`src/rtl/pipe_pkg.sv`:
```
// Package: pipe_pkg
// Shared types and constants for the pipe_skid_buffer slice.
//   skid_state_e : occupancy-encoded FSM state of the skid buffer
//   OCC_W        : width of the occupancy output (holds 0, 1 or 2)
package pipe_pkg;

  typedef enum logic [1:0] {
    S_EMPTY = 2'd0,
    S_BUSY  = 2'd1,
    S_FULL  = 2'd2
  } skid_state_e;

  localparam int OCC_W = 2;

endpackage : pipe_pkg

```
`src/rtl/pipe_skid_buffer.sv`:
```
// Module: pipe_skid_buffer
// Registered valid/ready pipeline stage with a one-entry skid register.
// in_ready comes straight from a flop, so there is no combinational path
// from out_ready back to in_ready, yet the stage still streams one beat per
// cycle. A wrapping counter tracks completed output beats.
// Ports:
//   clk        in   1      rising-edge clock
//   rst        in   1      synchronous active-high reset
//   in_data    in   WIDTH  upstream data
//   in_valid   in   1      upstream data valid
//   in_ready   out  1      stage can accept (registered)
//   out_data   out  WIDTH  main register contents
//   out_valid  out  1      main register holds a beat
//   out_ready  in   1      downstream accepts
//   occupancy  out  OCC_W  beats held: 0, 1 or 2
//   beat_cnt   out  CNT_W  output fires since reset, modulo 2^CNT_W
module pipe_skid_buffer
  import pipe_pkg::*;
#(
  parameter int WIDTH = 8,
  parameter int CNT_W = 16
) (
  input  logic             clk,
  input  logic             rst,
  input  logic [WIDTH-1:0] in_data,
  input  logic             in_valid,
  output logic             in_ready,
  output logic [WIDTH-1:0] out_data,
  output logic             out_valid,
  input  logic             out_ready,
  output logic [OCC_W-1:0] occupancy,
  output logic [CNT_W-1:0] beat_cnt
);

  skid_state_e      state_reg, state_next;
  logic [WIDTH-1:0] main_reg,  main_next;
  logic [WIDTH-1:0] skid_reg,  skid_next;
  logic             in_ready_reg;
  logic [CNT_W-1:0] cnt_reg;

  logic accept;
  logic fire;

  assign accept = in_valid & in_ready_reg;
  assign fire   = out_valid & out_ready;

  // Next-state and datapath. The skid register is only written when the
  // main register is occupied and stalled, so it never needs to feed the
  // output directly; it is drained into main on the next fire.
  always_comb begin
    state_next = state_reg;
    main_next  = main_reg;
    skid_next  = skid_reg;
    case (state_reg)
      S_EMPTY: begin
        if (accept) begin
          state_next = S_BUSY;
          main_next  = in_data;
        end
      end
      S_BUSY: begin
        if (accept && fire) begin
          main_next = in_data;
        end else if (accept) begin
          state_next = S_FULL;
          skid_next  = in_data;
        end else if (fire) begin
          state_next = S_EMPTY;
        end
      end
      S_FULL: begin
        // in_ready is low here, so accept cannot be true.
        if (fire) begin
          state_next = S_BUSY;
          main_next  = skid_reg;
        end
      end
      default: begin
        state_next = S_EMPTY;
      end
    endcase
  end

  always_ff @(posedge clk) begin
    if (rst) begin
      state_reg    <= S_EMPTY;
      main_reg     <= '0;
      skid_reg     <= '0;
      in_ready_reg <= 1'b0;
      cnt_reg      <= '0;
    end else begin
      state_reg    <= state_next;
      main_reg     <= main_next;
      skid_reg     <= skid_next;
      // Look ahead one state so ready drops in the same cycle the skid fills.
      in_ready_reg <= (state_next != S_FULL);
      cnt_reg      <= cnt_reg + CNT_W'(fire);
    end
  end

  always_comb begin
    occupancy = '0;
    case (state_reg)
      S_EMPTY: occupancy = OCC_W'(0);
      S_BUSY:  occupancy = OCC_W'(1);
      S_FULL:  occupancy = OCC_W'(2);
      default: occupancy = OCC_W'(0);
    endcase
  end

  assign in_ready  = in_ready_reg;
  assign out_valid = (state_reg != S_EMPTY);
  assign out_data  = main_reg;
  assign beat_cnt  = cnt_reg;

endmodule : pipe_skid_buffer

```
`config.mk`:
```
export PLATFORM = sky130hd
export DESIGN_NAME = pipe_skid_buffer
export DESIGN_NICKNAME = d
export VERILOG_FILES = /design/src/rtl/pipe_pkg.sv /design/src/rtl/pipe_skid_buffer.sv
export SDC_FILE = /design/constraint.sdc
export NUM_CORES = 1
export LEC_CHECK = 0
export ABC_AREA = 0
export BUFFER_PORTS_ARGS = -buffer_cell sky130_fd_sc_hd__buf_2
export CELL_PAD_IN_SITES_DETAIL_PLACEMENT = 1
export CELL_PAD_IN_SITES_GLOBAL_PLACEMENT = 1
export CORE_ASPECT_RATIO = 1.5
export CORE_UTILIZATION = 38
export DETAILED_ROUTE_END_ITERATION = 10
export PLACE_DENSITY_LB_ADDON = 0.15
export SLEW_MARGIN = 20
export SYNTH_ARGS = -nofsm -noshare
export SYNTH_HDL_FRONTEND = slang
export SYNTH_SLANG_ARGS = --single-unit
```
`constraint.sdc`:
```
create_clock -name clk -period 2.34 [get_ports clk]
set_input_delay 0 -clock clk [delete_from_list [all_inputs] [get_ports clk]]
set_output_delay 0 -clock clk [all_outputs]
set_load 0.02 [all_outputs]
```
==> results.tsv <==
stage	metric	value	unit
outcome	status	finished clean	
global_route	grt_pass1_vias	1374	
timing	rsz0062_at_grt	no	
drt	wirelength	3.63	mm
pwr	peakVddDrop	0.000448	V
cells_and_area	fillers	486	
cells_and_area	fin_cells	259	
critical_path	r2r_end	beat_cnt[6]	
pwr	leakagePower	0.866	nW
place	dp_hpwl	2.63	mm
pwr	seq_power_share	0.481	
drt	drt_iter0_markers	22	
min_path	hold_path_end	in_ready	
cells_and_area	largest_reg_flops	16	
cts	clock_latency	0.28	ns
cts	path_clk_slew	0.07	ns
pwr	combPwrFrac	0.088	
min_path	hold_path_depth	3	
min_path	hold_start	out_ready	
synth	yosysMostFrequentCell	dfxtp_1	
min_path	hold_class	primary input to flop	
drt	ant_nets	0	
synth	synthArstFlopShare	0	
critical_path	critPathMaxFanout	9	
critical_path	arrival	2.23	ns
pwr	switchingPower	282	µW
critical_path	critPathLaunchType	flop	
critical_path	worstSetupPathType	flop to flop	
global_route	grt_pass1_wl	6.02	mm
cts	cts-root-buf	clkbuf_8	
cells_and_area	area.growth.synth_to_final	26.6	%
synth	synth-seq-cells	35	
synth	synth_top_flop_cell	dfxtp_1	
synth	synthTopCellsByCount	35 x dfxtp_1, 22 x nor2_1, 13 x nand2_1	
pwr	switching_share	0.219	
timing	timing.setup.tns	0	ns
critical_path	crit_path_end_kind	flop	
floorplan	rows	28	
cells_and_area	final_cell_area	1970	µm²
timing	timing.final.crit_share	0.862	
timing	fmax	496	MHz
synth	syn_area_per_cell	9.31	µm²
cts	cts_hold_buffers	8	
place	dp_cells	243	
critical_path	worstSetupStartpoint	state_reg[1]	
synth	synth_area	1550	µm²
critical_path	rr_startpoint	state_reg[1]	
pwr	power	1.29	mW
synth	synth-edff-count	0	
cts	cts.sinks	35	
synth	yosysTopAreaCell	dfxtp_1	
cells_and_area	fin_nets	227	
place	finalWeightedCongestion	0.693	
timing	clock_skew	0.00762	ns
cts	cts-resized-gates	0	
cts	postCtsSetupBuffers	0	
critical_path	rrSetupSlack	0.32	ns
place	portBuffers	39	
floorplan	core	3920	µm²
timing	maxSlewViolCount	0	
timing	period_needed	2.02	ns
pwr	clkPwrFrac	0.432	
synth	synth_cell_type_count	32	
drt	via_per_inst	5.16	
pwr	internal_power	1.00	mW
place	dpl_cell_area	1770	µm²
global_route	antenna_found_initial	0	
drt	post_drt_wl_per_cell	14.0	µm
floorplan	die_w	54.2	µm
cts	cts_made_buffers	5	
pwr	p_per_area	654	nW/µm²
critical_path	crit_required	2.55	ns
floorplan	start_util	0.396	
timing	setup_slack	0.323	ns
synth	ys_warn_count	0	
timing	worst_pin_slew	0.629	ns
critical_path	reg2reg_depth	7	
timing	setup_violations	0	
drt	dr.pass1.iters	3	
global_route	grt_max_degree	36	
cells_and_area	drive_above_1_share	0.290	
floorplan	io_pins	40	
place	dp_slack	0.315	ns
run	maxCapViolations	0	
synth	ys_seq_area_frac	0.451	
cells_and_area	antenna_cells	0	
synth	syn_nets	181	
floorplan	dieArea	4350	µm²
timing	relSlewSlack	0.581	
cts	cts_buffer_depth	2	
drt	vias	1337	
floorplan	dieHeight	80.3	µm
synth	synthCells	167	
global_route	grt-ovfl-total	0	
global_route	track_usage	0.189	
cts	htreeDepth	2	
synth	yosysTopAreaCellShare	0.451	
synth	synth_area_leaders	dfxtp_1 45%, mux2i_1 5.8%, xnor2_1 5.6%, nor2_1 5.3%, mux2_2 5.1%	
timing	finalHoldViolCount	0	
cts	cts_tree	built	
drt	drc	0	
-- metal layers --
| metal | part of all wire | up-vias | track usage | routed length [µm] |
|---|---|---|---|---|
| met5 | 0 | - | 0 | 0 |
| met4 | 0.014 | 0 | 0.0769 | 51 |
| met3 | 0.045 | 4 | 0.0530 | 162 |
| met2 | 0.55 | 30 | 0.343 | 2000 |
| met1 | 0.39 | 645 | 0.190 | 1410 |
| li1 | - | 658 | - | - |
-- through the flow --
| stage | util | hold slack (ns) |
|---|---|---|
| floorplan | - | 0.136 |
| global placement | 0.451 | 0.250 |
| detailed placement | 0.451 | 0.263 |
| CTS | 0.501 | 0.181 |
| global route | 0.501 | 0.221 |
| finish | 0.501 | 0.173 |
-- cell usage in the layout, fill, tap and decap left out, drive strengths merged, types with 2 or more instances in the layout --
| cell type | synthesis | layout |
|---|---|---|
| buf | 3 | 39 |
| dfxtp | 35 | 35 |
| nor2 | 23 | 23 |
| nand2 | 13 | 13 |
| a21oi | 12 | 12 |
| o21ai | 11 | 11 |
| xnor2 | 10 | 10 |
| mux2i | 9 | 9 |
| dlygate4sd3 | 0 | 8 |
| mux2 | 8 | 8 |
| clkbuf | 5 | 6 |
| nor2b | 5 | 5 |
| nand3 | 5 | 5 |
| inv | 4 | 4 |
| nor3 | 4 | 4 |
| nor4 | 3 | 3 |
| or3 | 3 | 3 |
| nand4 | 3 | 3 |
| ha | 2 | 2 |
-- worst max-delay path: stages, from the launching register on --
cell     delay [ns]
dfxtp_1        0.46
or2_2          0.17
and2_1         0.12
ha_1           0.21
ha_1           0.21
nand3_1        0.25
or3_1          0.38
a21oi_1        0.15
-- cells by family after synthesis --
| group | Yosys count | synth area share |
|---|---|---|
| and+or+nand+nor | 64 | 0.232 |
| DFF | 35 | 0.451 |
| adders and majority gates | 2 | 0.0161 |
| buffers and inverters | 12 | 0.0330 |
| xor gates and xnor gates | 11 | 0.0620 |
| AOI/OAI and AO/OA | 26 | 0.0902 |
| muxes | 17 | 0.116 |
-- power by group through the flow --
stage / Combinational, mW / Clock, mW / Sequential (mW)
6_report: 0.113 / 0.555 / 0.618
5_1_grt: 0.124 / 0.594 / 0.620
3_3_place_gp: 0.101 / 0 / 0.631
4_1_cts: 0.115 / 0.574 / 0.618
2_1_floorplan: 0.0572 / 0 / 0.643
3_5_place_dp: 0.104 / 0 / 0.632
-- worst max path at each step --
stage	depth (start not counted)	slack (ns)	to
floorplan	9	0.39	beat_cnt[12]
global placement	8	0.41	beat_cnt[12]
detailed placement	7	0.32	beat_cnt[6]
CTS	7	0.29	beat_cnt[6]
global route	7	0.11	beat_cnt[6]
finish	7	0.32	beat_cnt[6]
-- final cells by class --
class                      instances  area (µm²)  area share
multi-input combinational        120         802       0.408
sequential                        35         701       0.356
timing repair buffer              47         275       0.140
clock buffer                       6        82.6      0.0420
tap                               45        56.3      0.0286
clock inverter                     2        35.0      0.0178
inverter                           4        15.0     0.00763
(Power assumes the default switching activity.)
